### src/rtl/minibus_pkg.sv
// Shared types and constants for the minibus hub: address map entries,
// hub FSM state encoding and default bus widths.
package minibus_pkg;

   localparam int MINIBUS_ADDR_W = 32;
   localparam int MINIBUS_DATA_W = 32;

   // One slave window, half-open [base, limit)
   typedef struct packed {
      logic [MINIBUS_ADDR_W-1:0] base;
      logic [MINIBUS_ADDR_W-1:0] limit;
   } slave_mem_map;

   typedef enum logic [1:0] {
      IDLE = 2'd0,
      BUSY = 2'd1,
      RESP = 2'd2
   } hub_state_t;

endpackage

### src/rtl/minibus_rr_arbiter.sv
// Round-robin request selector: searches upward from the entry after i_ptr,
// wrapping at N-1, and returns a one-hot grant for the first active request.
module minibus_rr_arbiter #(
   parameter int N  = 2,
   parameter int IW = (N > 1) ? $clog2(N) : 1
) (
   input  logic [N-1:0]  i_req,
   input  logic [IW-1:0] i_ptr,
   output logic [N-1:0]  o_gnt,
   output logic          o_valid
);

   logic [IW-1:0] w_idx;

   always_comb begin
      o_gnt   = '0;
      o_valid = 1'b0;
      w_idx   = i_ptr;
      for (int k = 0; k < N; k++) begin
         w_idx = (w_idx == IW'(N-1)) ? '0 : w_idx + 1'b1;
         if (!o_valid && i_req[w_idx]) begin
            o_gnt[w_idx] = 1'b1;
            o_valid      = 1'b1;
         end
      end
   end

endmodule

### src/rtl/minibus_hub.sv
// Multi-master / multi-slave minibus hub: one transaction in flight,
// round-robin master grant, address decode and a busy-cycle abort timer.
//
// state | meaning
// IDLE  | waiting for a request; grant, latch and decode happen here
// BUSY  | selected slave strobed from latches; waiting for s_ready or timeout
// RESP  | one-cycle m_ready pulse to the granted master
module minibus_hub
   import minibus_pkg::*;
#(
   parameter int           MASTER_COUNT = 2,
   parameter int           SLAVE_COUNT  = 2,
   parameter int           ADDR_W       = MINIBUS_ADDR_W,
   parameter int           DATA_W       = MINIBUS_DATA_W,
   parameter slave_mem_map SLAVE_MMAP [SLAVE_COUNT] = '{
      '{base: 32'h0000_0000, limit: 32'h0000_4000},
      '{base: 32'h0000_4000, limit: 32'h0000_4004}},
   parameter int           TIMEOUT      = 255
) (
   input  logic                           clk,
   input  logic                           nrst,
   input  logic [MASTER_COUNT*ADDR_W-1:0] m_addr,
   input  logic [MASTER_COUNT*DATA_W-1:0] m_wdata,
   input  logic [MASTER_COUNT-1:0]        m_ren,
   input  logic [MASTER_COUNT-1:0]        m_wen,
   output logic [MASTER_COUNT*DATA_W-1:0] m_rdata,
   output logic [MASTER_COUNT-1:0]        m_ready,
   output logic [MASTER_COUNT-1:0]        m_error,
   output logic [SLAVE_COUNT*ADDR_W-1:0]  s_addr,
   output logic [SLAVE_COUNT*DATA_W-1:0]  s_wdata,
   output logic [SLAVE_COUNT-1:0]         s_ren,
   output logic [SLAVE_COUNT-1:0]         s_wen,
   input  logic [SLAVE_COUNT*DATA_W-1:0]  s_rdata,
   input  logic [SLAVE_COUNT-1:0]         s_ready
);

   localparam int          MIW        = (MASTER_COUNT > 1) ? $clog2(MASTER_COUNT) : 1;
   localparam int          SIW        = (SLAVE_COUNT > 1) ? $clog2(SLAVE_COUNT) : 1;
   localparam logic [15:0] LP_TIMEOUT = 16'(TIMEOUT);

   hub_state_t              r_state;
   logic [MIW-1:0]          r_ptr, r_id;
   logic [SIW-1:0]          r_slv;
   logic [ADDR_W-1:0]       r_addr;
   logic [DATA_W-1:0]       r_wdata, r_rdata;
   logic                    r_ren, r_wen, r_err;
   logic [15:0]             r_cnt;
   logic [SLAVE_COUNT-1:0]  r_s_ren, r_s_wen;
   logic [MASTER_COUNT-1:0] r_m_ready;

   logic [MASTER_COUNT-1:0] w_req, w_gnt, w_id_oh;
   logic                    w_gnt_valid;
   logic [MIW-1:0]          w_gnt_id;
   logic [ADDR_W-1:0]       w_req_addr;
   logic [DATA_W-1:0]       w_req_wdata;
   logic                    w_req_ren, w_req_wen;
   logic                    w_hit;
   logic [SIW-1:0]          w_hit_slv;
   logic [SLAVE_COUNT-1:0]  w_hit_oh;
   logic                    w_s_ready;
   logic [DATA_W-1:0]       w_s_rdata;

   assign w_req = m_ren | m_wen;

   minibus_rr_arbiter #(.N(MASTER_COUNT), .IW(MIW)) u_arb (
      .i_req   (w_req),
      .i_ptr   (r_ptr),
      .o_gnt   (w_gnt),
      .o_valid (w_gnt_valid)
   );

   always_comb begin
      w_gnt_id    = '0;
      w_req_addr  = '0;
      w_req_wdata = '0;
      w_req_ren   = 1'b0;
      w_req_wen   = 1'b0;
      w_id_oh     = '0;
      for (int i = 0; i < MASTER_COUNT; i++) begin
         w_id_oh[i] = (r_id == MIW'(i));
         if (w_gnt[i]) begin
            w_gnt_id    = MIW'(i);
            w_req_addr  = m_addr[i*ADDR_W +: ADDR_W];
            w_req_wdata = m_wdata[i*DATA_W +: DATA_W];
            w_req_ren   = m_ren[i];
            w_req_wen   = m_wen[i];
         end
      end
   end

   // Decode the granted address in IDLE so a miss can respond one cycle later;
   // scanning downward lets the lowest matching index win on overlap.
   always_comb begin
      w_hit     = 1'b0;
      w_hit_slv = '0;
      w_hit_oh  = '0;
      for (int j = SLAVE_COUNT-1; j >= 0; j--) begin
         if (w_req_addr >= ADDR_W'(SLAVE_MMAP[j].base) &&
             w_req_addr <  ADDR_W'(SLAVE_MMAP[j].limit)) begin
            w_hit     = 1'b1;
            w_hit_slv = SIW'(j);
         end
      end
      w_hit_oh[w_hit_slv] = w_hit;
   end

   always_comb begin
      w_s_ready = 1'b0;
      w_s_rdata = '0;
      s_addr    = '0;
      s_wdata   = '0;
      for (int j = 0; j < SLAVE_COUNT; j++) begin
         if (r_slv == SIW'(j)) begin
            w_s_ready = s_ready[j];
            w_s_rdata = s_rdata[j*DATA_W +: DATA_W];
            if (r_state == BUSY) begin
               s_addr[j*ADDR_W +: ADDR_W]  = r_addr;
               s_wdata[j*DATA_W +: DATA_W] = r_wdata;
            end
         end
      end
   end

   always_comb begin
      m_rdata = '0;
      m_error = r_m_ready & {MASTER_COUNT{r_err}};
      for (int i = 0; i < MASTER_COUNT; i++) begin
         if (r_m_ready[i]) m_rdata[i*DATA_W +: DATA_W] = r_rdata;
      end
   end

   assign s_ren   = r_s_ren;
   assign s_wen   = r_s_wen;
   assign m_ready = r_m_ready;

   always_ff @(posedge clk or negedge nrst) begin
      if (!nrst) begin
         r_state   <= IDLE;
         r_ptr     <= MIW'(MASTER_COUNT-1);
         r_id      <= '0;
         r_slv     <= '0;
         r_addr    <= '0;
         r_wdata   <= '0;
         r_rdata   <= '0;
         r_ren     <= 1'b0;
         r_wen     <= 1'b0;
         r_err     <= 1'b0;
         r_cnt     <= '0;
         r_s_ren   <= '0;
         r_s_wen   <= '0;
         r_m_ready <= '0;
      end else begin
         r_m_ready <= '0;
         case (r_state)
            IDLE: begin
               if (w_gnt_valid) begin
                  r_id    <= w_gnt_id;
                  r_ptr   <= w_gnt_id;
                  r_addr  <= w_req_addr;
                  r_wdata <= w_req_wdata;
                  r_ren   <= w_req_ren;
                  r_wen   <= w_req_wen;
                  r_slv   <= w_hit_slv;
                  r_cnt   <= '0;
                  if (w_hit && (w_req_ren != w_req_wen)) begin
                     r_state <= BUSY;
                     r_s_ren <= w_req_ren ? w_hit_oh : '0;
                     r_s_wen <= w_req_wen ? w_hit_oh : '0;
                  end else begin
                     r_state   <= RESP;
                     r_err     <= 1'b1;
                     r_rdata   <= '0;
                     r_m_ready <= w_gnt;
                  end
               end
            end
            BUSY: begin
               r_cnt <= r_cnt + 16'd1;
               // s_ready is tested first so it wins a tie with the timeout
               if (w_s_ready) begin
                  r_rdata   <= (r_ren && !r_wen) ? w_s_rdata : '0;
                  r_err     <= 1'b0;
                  r_s_ren   <= '0;
                  r_s_wen   <= '0;
                  r_state   <= RESP;
                  r_m_ready <= w_id_oh;
               end else if (r_cnt + 16'd1 == LP_TIMEOUT) begin
                  r_rdata   <= '0;
                  r_err     <= 1'b1;
                  r_s_ren   <= '0;
                  r_s_wen   <= '0;
                  r_state   <= RESP;
                  r_m_ready <= w_id_oh;
               end
            end
            RESP:    r_state <= IDLE;
            default: r_state <= IDLE;
         endcase
      end
   end

endmodule

### config.mk
export PLATFORM = sky130hd
export DESIGN_NAME = minibus_hub
export DESIGN_NICKNAME = d
export VERILOG_FILES = /design/src/rtl/minibus_pkg.sv /design/src/rtl/minibus_rr_arbiter.sv /design/src/rtl/minibus_hub.sv
export SDC_FILE = /design/constraint.sdc
export NUM_CORES = 1
export LEC_CHECK = 0
export CAP_MARGIN = 20
export CELL_PAD_IN_SITES_DETAIL_PLACEMENT = 0
export CELL_PAD_IN_SITES_GLOBAL_PLACEMENT = 1
export CORE_ASPECT_RATIO = 1.1
export CORE_UTILIZATION = 28
export CTS_CLUSTER_SIZE = 30
export DETAILED_ROUTE_END_ITERATION = 6
export GPL_TIMING_DRIVEN = 0
export PLACE_DENSITY_LB_ADDON = 0.1
export SYNTH_ARGS = -nofsm -noshare
export SYNTH_HDL_FRONTEND = slang
export SYNTH_SLANG_ARGS = --single-unit
export TNS_END_PERCENT = 1
### constraint.sdc
create_clock -name clk -period 3.2 [get_ports clk]
set_input_delay 0.64 -clock clk [delete_from_list [all_inputs] [get_ports clk]]
set_output_delay 0.64 -clock clk [all_outputs]
set_load 0.02 [all_outputs]
# == Word-level counts from Yosys, hierarchy flattened ==
# Cells that the tools add are included.
# totals
ff_bits,126
in_bits,200
out_inout_bits,200
# classes
add_sub_neg,3
n_lt_le_gt_ge,10
eq_ne,7
muxes,71
n_bitwise,5
n_reduce_logical,17
# op_table
cell,n
2-to-1 mux 32 bit,18
"less-than comparator 32 x 15 -> 1 bit, second input constant",2
case mux 32 bit (2 select lines),1
2-to-1 mux 2 bit,18
"greater-or-equal comparator 32 x 1 -> 1 bit, second input constant",1
"greater-or-equal comparator 32 x 15 -> 1 bit, second input constant",1
case mux 16 bit (2 select lines),1
2-to-1 mux 1 bit,24
"adder 16 x 1 -> 16 bit, second input constant",1
"== test 16 x 8 -> 1 bit, second input constant",1
2-to-1 mux 16 bit,1
case mux 2 bit (2 select lines),4
logical AND 1 bit,8
AND reduction 4 bit,2
"less-than comparator 1 x 2 -> 1 bit, second input constant",3
AND reduction 2 bit,3
AND 2 bit,2
"!= test 2 bit, second input constant",2
bitwise OR 2 bit,2
demux 1 bit (select 1 bit),3
"greater-or-equal comparator 1 bit, second input constant",3
"!= test 3 x 2 -> 1 bit, second input constant",1
"adder 1 bit, second input constant",2
"== test 2 x 1 -> 1 bit, second input constant",1
other kinds (7),8

# == Longest topological paths before layout ==
# depth
depth_word,25
mapped_depth,10
ltp_nobuf,8

# == Modules after synthesis ==
# A second synthesis with hierarchy kept.
# hier_totals
hier_cells,904
area_unflattened_um2,7629.8
# by_module_without_submodules
mod,instances,cells_per_inst,area_each_um2,seq_area_each_um2
minibus_hub,1,900,7604.8,3154.3
minibus_rr_arbiter,1,4,25.0,0.0

# == Worst setup path after synthesis ==
# OpenSTA, ideal clock, no wires.
# synth_timing
path_kind,input -> register
startpoint,in m_wen[0]
endpoint,reg r_s_wen[0] (netlist: s_wen[0])
setup_ns,0.121
arrival_ns,2.238
required_time_ns,3.079
path_slack_ns,0.841
stages,7
cell_sequence,or2_1 > a21o_1 > a21oi_2 > o221ai_1 > a211o_1 > nor2b_1 > a22o_1
# synth_via
elab_chain_len,22
elab_cells_between_ends,42
cone_classes,order compare (6); eq/ne (3); mux (23); bitwise (3); reduce/logical (7)
# synth_rtl
item,line_no,text
"start, declared",minibus_hub.sv:25,"input logic [MASTER_COUNT-1:0] m_wen,"
bitwise OR 2 bit,minibus_hub.sv:63,assign w_req = m_ren | m_wen;
2-to-1 mux 1 bit (implied by the code) (2 in series),minibus_rr_arbiter.sv:21,if (!o_valid && i_req[w_idx]) begin
2-to-1 mux 1 bit,minibus_rr_arbiter.sv:21,
logical NOT 1 bit,minibus_rr_arbiter.sv:21,
logical AND 1 bit,minibus_rr_arbiter.sv:21,
2-to-1 mux 2 bit,minibus_rr_arbiter.sv:21,
2-to-1 mux 32 bit (2 in series),minibus_hub.sv:81,if (w_gnt[i]) begin
greater-or-equal comparator 32 x 15 -> 1 bit / less-than comparator 32 x 15 -> 1 bit (equally long branches),"minibus_hub.sv:98, minibus_hub.sv:99",
[... 4 more ...],n/a,
logical AND 1 bit (implied by the code),minibus_hub.sv:104,w_hit_oh[w_hit_slv] = w_hit;
2-to-1 mux 1 bit (implied by the code),minibus_hub.sv:104,
demux 1 bit (select 1 bit),minibus_hub.sv:104,
AND 2 bit (no line),n/a,
2-to-1 mux 2 bit,minibus_hub.sv:168,r_s_wen <= w_req_wen ? w_hit_oh : '0;
2-to-1 mux 2 bit,minibus_hub.sv:165,if (w_hit && (w_req_ren != w_req_wen)) begin
2-to-1 mux 2 bit,minibus_hub.sv:156,if (w_gnt_valid) begin
case mux 2 bit (2 select lines),minibus_hub.sv:154,case (r_state)
"end signal, assigned",minibus_hub.sv:168,
"end, declared",minibus_hub.sv:48,"logic [SLAVE_COUNT-1:0] r_s_ren, r_s_wen;"
# Parallel ways exist; a longest one is shown, timed or not. The select of a mux whose other input is x is not followed.
# A chain may end at the register's enable or synchronous reset.

# == Final worst setup path ==
# layout_timing
startpoint,reg r_state[1]
endpoint,out s_addr[60]
# layout_via
elab_chain_len,3
# layout_rtl
item,line_no,text
"start, declared",minibus_hub.sv:41,hub_state_t r_state;
"start signal, assigned",minibus_hub.sv:138,r_state <= IDLE;
"start signal, assigned",minibus_hub.sv:166,r_state <= BUSY;
"start signal, assigned",minibus_hub.sv:170,r_state <= RESP;
== test 2 x 1 -> 1 bit,minibus_hub.sv:116,if (r_state == BUSY) begin
2-to-1 mux 32 bit,minibus_hub.sv:116,
2-to-1 mux 32 bit,minibus_hub.sv:113,if (r_slv == SIW'(j)) begin
"end, declared",minibus_hub.sv:29,"output logic [SLAVE_COUNT*ADDR_W-1:0] s_addr,"
# Every way passes these cells.

==> impl_metrics.json <==
{
  "setup-violations-final": 0,
  "holdWs_ns": 0.264,
  "regArea_sq_um": 3160,
  "overflow": 0,
  "clock-root-buffer": "clkbuf_16",
  "tritoncts": "done",
  "synthTopCellsByArea": "dfrtp_1 42%, and2_1 11%, o21ai_0 6.8%",
  "grtUsageTotal_pct": 23.0,
  "multiInputGateArea_sq_um": 3990,
  "clkLatencyLatePin_ns": 0.42,
  "dp_slack_ns": -0.368,
  "synth.top_cell.area_share_pct": 41.8,
  "ant_nets": 0,
  "worstPathRequired_ns": 2.56,
  "htree_levels": 4,
  "fillers": 2607,
  "clock_sinks": 126,
  "ios": 400,
  "final-max-slew-violation-count": 0,
  "async_reset_ff_share_pct": 100,
  "synth_seq_cells": 126,
  "core-area_sq_um": 26200,
  "synth_ff_type": "dfrtp_1",
  "drc": 0,
  "synthCells": 840,
  "final_nets": 1461,
  "status": "finished, final reports clean",
  "skew_ns": 0.00825,
  "syn_area_sq_um": 7480,
  "gp_congestion": 0.830,
  "dr.pass1.iters": 5,
  "worstSetupStartpointType": "register",
  "cts_hold_buffers": 0,
  "diodes": 0,
  "layout_min_cycle_time_ns": 3.16,
  "cp-end-kind": "output port",
  "detail_route.iter0.violations": 388,
  "fin_util_pct": 48.3,
  "ys_types": 50,
  "rows": 62,
  "fp.dieArea_sq_um": 27400,
  "path_class": "register to output port",
  "yosysSeqAreaShare_pct": 42.2,
  "period_share_pct": 98.8,
  "initial_core_util_pct": 28.5,
  "synth_nets": 1042,
  "setup_ws_ns": 0.0381,
  "setup-tns-final_ns": 0,
  "drt_wl_total_um": 31400,
  "max_freq_ghz": 0.316,
  "finalHoldViolCount": 0,
  "crit_arrival_ns": 2.52,
  "dp_hpwl_um": 24500,
  "viasPerCell": 4.90,
  "crit_fanout": 10,
  "grt_first_pass_wirelength_um": 47500,
  "antenna_found_initial": 0,
  "yosys.area.top_type": "dfrtp_1",
  "cts_buffers": 17,
  "die_w_um": 158,
  "wire_per_inst_um": 19.3,
  "ir_drop_mv": 0.308,
  "powerDensity_nw_per_um2": 532,
  "synth_area_per_cell_sq_um": 8.91,
  "worstHoldPathType": "primary input to asynchronous set/reset pin",
  "synth_edf_count": 0,
  "die_h_um": 173,
  "clock_path_buffers": 2,
  "rsz0062_at_grt": "true",
  "layout-drive-gt1-share_pct": 5.66,
  "grt_pass1_vias": 8136,
  "worstMarginPinSlew_ns": 0.776,
  "port-buffer-count": 399,
  "num_vias": 7963,
  "cts.clk_slew.worst_paths_ns": 0.05,
  "grt_max_degree": 77,
  "relSlewSlack_pct": 48.3,
  "area_growth_pct": 69.2,
  "yosys_warnings": 0,
  "leakage_nw": 5.60,
  "drv_cap": 0
}
-- registers in the layout, summed over array words and instances, names as in the netlist --
signal   cells
r_state      2
r_cnt       16
r_err        1
r_wen        1
r_wdata     32
r_ren        1
s_ren        2
r_ptr        1
s_wen        2
r_slv        1
r_rdata     32
r_addr      32
r_id         1
m_ready      2
-- cell type report --
cell class / instances / area share (%)
Buffer: 75 / 2.86
Sequential cell: 126 / 24.9
Multi-Input combinational cell: 631 / 31.5
Tap cell: 352 / 3.48
Clock buffer: 21 / 3.64
Inverter: 7 / 0.208
Clock inverter: 11 / 1.29
Timing Repair Buffer: 401 / 32.1
-- what timing repair did --
action	4_1_cts	5_1_grt
gates resized for setup	50	17
endpoints found under the setup margin	117	49
setup buffers	0	1
pin swaps	0	1
cloned	0	0
-- per-layer routing --
metal / track usage (%) / routed length, um / vias up
met5: 0 / 0 / -
met4: 7.61 / 802 / 0
met3: 6.02 / 2410 / 43
met2: 40.4 / 15700 / 297
met1: 26.6 / 12400 / 3767
li1: - / - / 3856
-- cells in the final DEF, fill, tap and decap left out, drive strengths merged, types with 3 or more instances in the layout --
cell	instances
a21o	3
a21oi	8
a22o	6
a22oi	65
a31oi	3
and2	130
and3	64
buf	13
bufinv	4
clkbuf	86
clkdlybuf4s50	360
clkinv	5
dfrtp	125
dlygate4sd2	21
dlymetal6s2s	17
inv	7
mux2i	34
nand2	83
nand2b	3
nand3	15
nand4	3
nor2	22
nor2b	3
nor3	9
nor4	14
o21ai	102
o2bb2ai	34
or2	3
xor2	4
-- synthesized netlist by cell type, types with 2 or more instances --
library cell and instances:
o21ai_0 101, nand3_2 3, nand3_1 12, a31oi_1 3, nor4_4 2, o211ai_1 2
inv_1 7, dfrtp_1 125, nor3_1 9, a211o_1 2, nand2b_1 3, xor2_1 4
a21oi_2 2, clkbuf_1 66, a21o_1 3, buf_1 5, nor2_1 22, nand2_1 83
o2bb2ai_1 33, o2111ai_2 2, ha_1 2, and3_1 64, a22o_1 6, buf_6 4
and2_1 130, or2_2 2, and4b_1 2, a22oi_1 65, mux2i_1 34, nand4_1 3
nor4_1 12, nor2b_1 3, xnor2_1 2, a21oi_1 6
-- final timing paths --
check,end,cells past startpoint,slack [ns],startpoint
max,s_addr[60],5,0.04,r_state[1]
min,r_rdata[8],1,0.26,nrst
max reg2reg,r_rdata[6],9,0.44,r_cnt[0]
min reg2reg,r_wdata[13],2,0.48,r_wdata[13]
max in group asynchronous,r_ptr,2,2.14,nrst
min in group clk,r_wdata[13],2,0.48,r_wdata[13]
-- report_power, final --
part	switching (mW)	internal, mW	total, mW	leakage (nW)
clock	0.729	1.34	2.07	0.303
sequential	0.357	2.08	2.43	1.61
combinational	1.39	0.844	2.23	3.68
-- metrics by stage --
step                std cells  area [sq um]  power [mW]
global route             1624         12700        7.22
global placement         1591         11900        4.69
detailed placement       1592         11900        4.73
CTS                      1623         12600        6.83
floorplan                 840          7480        3.66
finish                   1624         12700        6.74
-- cells by family (layout without fill, tap and decap cells) --
family,Yosys count,in the layout,synth area share [%]
AO/OA/AOI/OAI,237,237,21.4
XOR/XNOR,6,6,0.702
adder cells (fa/ha/maj),2,2,0.334
buffers and inverters,83,515,4.61
flip-flops,126,126,42.2
multiplexers,34,34,4.55
AND/OR/NAND/NOR,352,352,26.2
-- worst max-delay path: stages (launching register included) --
cell             delay [ns]
dfrtp_1                0.42
nor2b_2                0.29
clkbuf_8               0.27
clkbuf_2               0.28
and3_1                 0.19
clkdlybuf4s50_1        0.64
(Power assumes the default switching activity.)
